$ cat config.mk
export PLATFORM = sky130hd
export DESIGN_NAME = sync_ram_fifo_ctrl
export DESIGN_NICKNAME = d
export VERILOG_FILES = /design/src/rtl/sync_ram_fifo_ctrl.sv
export SDC_FILE = /design/constraint.sdc
export NUM_CORES = 1
export LEC_CHECK = 0
export CELL_PAD_IN_SITES_DETAIL_PLACEMENT = 1
export CELL_PAD_IN_SITES_GLOBAL_PLACEMENT = 1
export CORE_MARGIN = 2
export CORE_UTILIZATION = 38
export CTS_CLUSTER_SIZE = 14
export DETAILED_ROUTE_END_ITERATION = 6
export PLACE_DENSITY_LB_ADDON = 0.1
export SETUP_SLACK_MARGIN = 0.5
export SLEW_MARGIN = 5
export SYNTH_ARGS = -nofsm -noshare
export SYNTH_HDL_FRONTEND = slang
export SYNTH_SLANG_ARGS = --single-unit
$ cat constraint.sdc
create_clock -name clk -period 6.2 [get_ports clk]
set_clock_uncertainty 0.1 [all_clocks]
set_input_delay 1.55 -clock clk [delete_from_list [all_inputs] [get_ports clk]]
set_output_delay 1.55 -clock clk [all_outputs]
set_load 0.01 [all_outputs]
$ cat src/rtl/sync_ram_fifo_ctrl.sv
// ---------------------------------------------------------------------------
// sync_ram_fifo_ctrl
//   Turns a single-port synchronous RAM (one write or one read per clock,
//   read data valid the cycle after the read is issued) into a FIFO. Pushed
//   words are written to RAM; the head word is prefetched into a registered
//   output stage and presented on a valid/ready pop interface.
//
// Optional feature (macro RAM_FIFO_FLUSH_EN):
//   defined   -> adds a synchronous active-high 'flush' input that empties the
//                FIFO at the next rising edge (out_data is kept).
//   undefined -> no flush port; contents are cleared only by rst_n.
//
// Ports
//   clk, rst_n           clock, asynchronous active-low reset
//   flush                (RAM_FIFO_FLUSH_EN only) synchronous clear
//   in_valid/in_ready    push handshake, in_data is the pushed word
//   out_valid/out_ready  pop handshake, out_data is the registered head word
//   level                words held: RAM + in-flight read + output register
//   ram_we/addr/din      combinational drive to the RAM
//   ram_dout             RAM read data
// ---------------------------------------------------------------------------
module sync_ram_fifo_ctrl #(
  parameter int DATA_W = 8,
  parameter int ADDR_W = 4
) (
  input  logic              clk,
  input  logic              rst_n,
`ifdef RAM_FIFO_FLUSH_EN
  input  logic              flush,
`endif
  input  logic              in_valid,
  output logic              in_ready,
  input  logic [DATA_W-1:0] in_data,
  output logic              out_valid,
  input  logic              out_ready,
  output logic [DATA_W-1:0] out_data,
  output logic [ADDR_W:0]   level,
  output logic              ram_we,
  output logic [ADDR_W-1:0] ram_addr,
  output logic [DATA_W-1:0] ram_din,
  input  logic [DATA_W-1:0] ram_dout
);

  localparam int              DEPTH     = 2 ** ADDR_W;
  localparam logic [ADDR_W:0]   DEPTH_CNT = (ADDR_W + 1)'(DEPTH);
  localparam logic [ADDR_W:0]   ZERO_CNT  = {(ADDR_W + 1){1'b0}};
  localparam logic [ADDR_W:0]   ONE_CNT   = {{ADDR_W{1'b0}}, 1'b1};
  localparam logic [ADDR_W-1:0] ZERO_PTR  = {ADDR_W{1'b0}};
  localparam logic [ADDR_W-1:0] ONE_PTR   = {{(ADDR_W - 1){1'b0}}, 1'b1};
  localparam logic [DATA_W-1:0] ZERO_DATA = {DATA_W{1'b0}};

  // IDLE: output stage empty, FETCH: read in flight, HOLD: out_data valid
  typedef enum logic [1:0] {
    ST_IDLE  = 2'd0,
    ST_FETCH = 2'd1,
    ST_HOLD  = 2'd2
  } state_t;

  state_t              state_r;
  logic [ADDR_W-1:0]   wr_ptr_r;
  logic [ADDR_W-1:0]   rd_ptr_r;
  logic [ADDR_W:0]     mem_cnt_r;
  logic                rd_pend_r;
  logic                out_valid_r;
  logic [DATA_W-1:0]   out_data_r;
  logic [ADDR_W:0]     level_r;

  logic                flush_s;
  logic                rd_issue_s;
  logic                in_ready_s;
  logic                wr_s;
  logic                pop_s;
  logic [ADDR_W:0]     mem_cnt_nxt_s;
  logic                rd_pend_nxt_s;
  logic                out_valid_nxt_s;
  logic [ADDR_W:0]     level_nxt_s;

`ifdef RAM_FIFO_FLUSH_EN
  assign flush_s = flush;
`else
  assign flush_s = 1'b0;
`endif

  // Handshake and arbitration: a pending prefetch read beats a push, and a
  // flush cycle neither reads nor writes. in_ready is also low in reset.
  always_comb begin
    rd_issue_s = (mem_cnt_r != ZERO_CNT) && !rd_pend_r && !out_valid_r && !flush_s;
    in_ready_s = rst_n && !flush_s && (mem_cnt_r != DEPTH_CNT) && !rd_issue_s;
    wr_s       = in_valid && in_ready_s;
    pop_s      = out_valid_r && out_ready;
  end

  // Next-state values for the counters so that level can be registered
  // consistently with them.
  always_comb begin
    mem_cnt_nxt_s   = mem_cnt_r;
    out_valid_nxt_s = out_valid_r;
    rd_pend_nxt_s   = rd_issue_s;
    if (flush_s) begin
      mem_cnt_nxt_s = ZERO_CNT;
    end else if (wr_s) begin
      mem_cnt_nxt_s = mem_cnt_r + ONE_CNT;
    end else if (rd_issue_s) begin
      mem_cnt_nxt_s = mem_cnt_r - ONE_CNT;
    end else begin
      mem_cnt_nxt_s = mem_cnt_r;
    end
    if (flush_s) begin
      out_valid_nxt_s = 1'b0;
    end else if (rd_pend_r) begin
      out_valid_nxt_s = 1'b1;
    end else if (pop_s) begin
      out_valid_nxt_s = 1'b0;
    end else begin
      out_valid_nxt_s = out_valid_r;
    end
    level_nxt_s = mem_cnt_nxt_s
                + {{ADDR_W{1'b0}}, rd_pend_nxt_s}
                + {{ADDR_W{1'b0}}, out_valid_nxt_s};
  end

  // Controller state: pointers, occupancy, output-stage FSM and out_data.
  always_ff @(posedge clk or negedge rst_n) begin
    if (!rst_n) begin
      state_r     <= ST_IDLE;
      wr_ptr_r    <= ZERO_PTR;
      rd_ptr_r    <= ZERO_PTR;
      mem_cnt_r   <= ZERO_CNT;
      rd_pend_r   <= 1'b0;
      out_valid_r <= 1'b0;
      out_data_r  <= ZERO_DATA;
      level_r     <= ZERO_CNT;
    end else begin
      mem_cnt_r   <= mem_cnt_nxt_s;
      rd_pend_r   <= rd_pend_nxt_s;
      out_valid_r <= out_valid_nxt_s;
      level_r     <= level_nxt_s;
      if (flush_s) begin
        state_r  <= ST_IDLE;
        wr_ptr_r <= ZERO_PTR;
        rd_ptr_r <= ZERO_PTR;
      end else begin
        // pointers wrap naturally at DEPTH; full/empty come from mem_cnt
        if (wr_s) begin
          wr_ptr_r <= wr_ptr_r + ONE_PTR;
        end else begin
          wr_ptr_r <= wr_ptr_r;
        end
        if (rd_issue_s) begin
          rd_ptr_r <= rd_ptr_r + ONE_PTR;
        end else begin
          rd_ptr_r <= rd_ptr_r;
        end
        case (state_r)
          ST_IDLE: begin
            state_r <= rd_issue_s ? ST_FETCH : ST_IDLE;
          end
          ST_FETCH: begin
            // RAM data for the read issued last cycle is on ram_dout now
            state_r    <= ST_HOLD;
            out_data_r <= ram_dout;
          end
          ST_HOLD: begin
            state_r <= pop_s ? ST_IDLE : ST_HOLD;
          end
          default: begin
            state_r <= ST_IDLE;
          end
        endcase
      end
    end
  end

  assign in_ready  = in_ready_s;
  assign ram_we    = wr_s;
  assign ram_addr  = wr_s ? wr_ptr_r : rd_ptr_r;
  assign ram_din   = in_data;
  assign out_valid = out_valid_r;
  assign out_data  = out_data_r;
  assign level     = level_r;

endmodule

==> results.md <==
* Status: completed
* DP Wirelength at around 2300 µm
* Starting Density at 40.37%
* Met2 Use GR at 26.50%
* Arrival time at the worst endpoint at 3370 ps
* Die Area at between 0.004 and 0.005 mm²
* CP Capture Type: output port
* TritonCTS clock tree: yes
* Largest cells by area after synthesis: dfrtp_1 (50%), mux2_2 (9.8%), ha_1 (5.0%)
* Post-DP Area at 0.001822 mm²
* TritonRoute pass-1 iters at 4
* Final Cell Area at about 0.0019 mm²
* Synth top area share at approximately half
* Startpoint types: primary input
* H-tree depth at 2
* Worst-path clk slew at 60 ps
* TritonCTS buffer count at 5
* Post-Syn Nets at approximately 150
* Hold WS at 353.9 ps
* Post-synthesis sequential area ratio at around 50%
* Routed len/inst at between 15 and 20 µm
* Initial DRC count at 18
* Die height at roughly 67 µm
* Synth warnings at 0
* Initial antenna violation count at 0
* Rel. slew slack at 67.21%
* PwrDens at 555.1 mW/mm²
* Top_reg_cell synth: dfrtp_1
* Async set-reset flop share out of synthesis at 100.0%
* # DRC at 0
* Tmin final at 5015 ps
* Root Driver: clkbuf_8
* Maximum vdd drop at 209.1 µV
* Total power at ~1.1 mW
* Routed vias at 1065
* PortBufs at 31
* Placed instance count at 198
* Post-synth EDFFs at 0
* CP max FO at 14
* Final Slew Violations at 0
* Share of cells above drive strength 1 at 16.46%
* Antenna Cells at 0
* Commonest non-fill, non-tap cells in the layout: clkdlybuf4s50_1 (31), dfrtp_1 (30), nand2_1 (13), mux2_2 (13)
* Critical Path RT at 4550 ps
* Final Instance Count excl. Fillers at between 200 and 250
* Routability cong. at about 0.76
* Largest net degree at the start of global routing at 24
* Vias per cell at 5.170
* Most Crowded Layer GR: met2
* # setup viols final at 0
* Max-cap viol count at 0
* P&R area growth vs syn at 27.77%
* Maximum root-to-sink buffer count at 2
* Worst-Margin Slew at 491.8 ps
* Final hold vios at 0
* Layout net count at 184
* First-pass GRT wire length at 5133 µm
* Pre-CTS setup slack at 1179 ps
* Worst-Skew Late Latency at 280 ps
* Post_cts resized at 0
* Final worst-path cycle share at about 81%
* Post-synth top area cell: dfrtp_1
* Row count at 22
* Cells after Synth at 126
* Syn_area_per_cell at 11.91 µm²
* Post-route ant nets at 0
* Kind of critical path: primary input to output port
* RSZ-0062 raised after global routing: no
* TNS Setup at 0 ps
* Count of different cell masters after synthesis at 34
* IO Pins at 48
* GRT Util Overall at 15.96%
* Register bit total from synthesis at 30
* Hold Crit Class: register to register
* Die width at around 67 µm
* Static leakage at 0.8514 nW
* Post-CTS Setup Bufs at 0
* Most common cell after layout, fill and taps aside: clkdlybuf4s50_1
* # clock sinks at 30
* Number of global-route vias before repair at 1091
* GR Util met1 at approximately a fifth
* Fmax at 199.4 MHz
* Hold_buf cts at 0
* Post-Route Utilization at 51.58%
* Core ar. at 0.003716 mm²
* Drt total wl at 3134 µm
* Setup WS post-layout at 1185 ps
* GR Util met3 at 5.236%
* Total grt overflow at 0
* Synthesized area at approximately 0.0015 mm²
[cell type report]
class,instances,area [µm²]
clock buffer,6,82.58
clock inverter,2,12.51
fill,412,1799
inverter,7,26.28
multi-input combinational,80,659.4
sequential,30,750.7
tap,48,60.06
timing repair buffer,33,325.3
[cells by family after synthesis]
logic type | after synthesis | share of synthesized area, %
flops | 30 | 50.04
buf+inv | 16 | 6.005
mux | 13 | 9.758
fa+ha+maj | 7 | 6.339
compound gates | 12 | 7.090
simple gates | 37 | 14.35
xor+xnor | 11 | 6.422
[critical path, stage by stage]
cell	delay [ps]
clkdlybuf4s50_1	460
buf_4	200
o2111ai_2	290
mux2_2	320
clkdlybuf4s50_1	540
[layer usage]
layer | vias up | part of all wire [%]
li1 | 502 | -
met1 | 524 | 45
met4 | 0 | 1.5
met5 | - | 0
met3 | 8 | 5.6
met2 | 31 | 48
[registers in the layout, indices dropped and copies added, names as in the netlist]
name and cells:
rd_ptr_r 4, out_data 8, level 5, mem_cnt_r 5
rd_pend_r 1, state_r 2, wr_ptr_r 4, out_valid 1
[Yosys cell counts (all sizes together), types with 2 or more instances]
cell     instances
nor2             2
mux2            13
nor3             3
nand3            4
or3              2
dfrtp           30
and3             3
xor2             4
nand4            2
nand2           13
o2111ai          3
inv              7
ha               6
buf              8
xnor2            7
o211a            2
[worst paths after layout]
kind | end | from | slack, ps | cells after the start
setup / recovery | ram_addr[2] | rst_n | 1180 | 5
hold / removal | state_r[0] | state_r[0] | 350 | 1
setup reg to reg | level[4] | mem_cnt_r[0] | 3060 | 11
hold reg to reg | state_r[0] | state_r[0] | 350 | 1
max in group asynchronous | out_data[0] | rst_n | 4010 | 3
min in group asynchronous | out_valid | rst_n | 1480 | 2
[power by group]
part	switching (mW)	leakage [nW]	total [mW]	internal (mW)
clock	0.0735	0.0472	0.163	0.0890
combinational	0.237	0.450	0.518	0.281
sequential	0.0831	0.354	0.383	0.300
No activity file was read; power rests on OpenSTA's default activity.
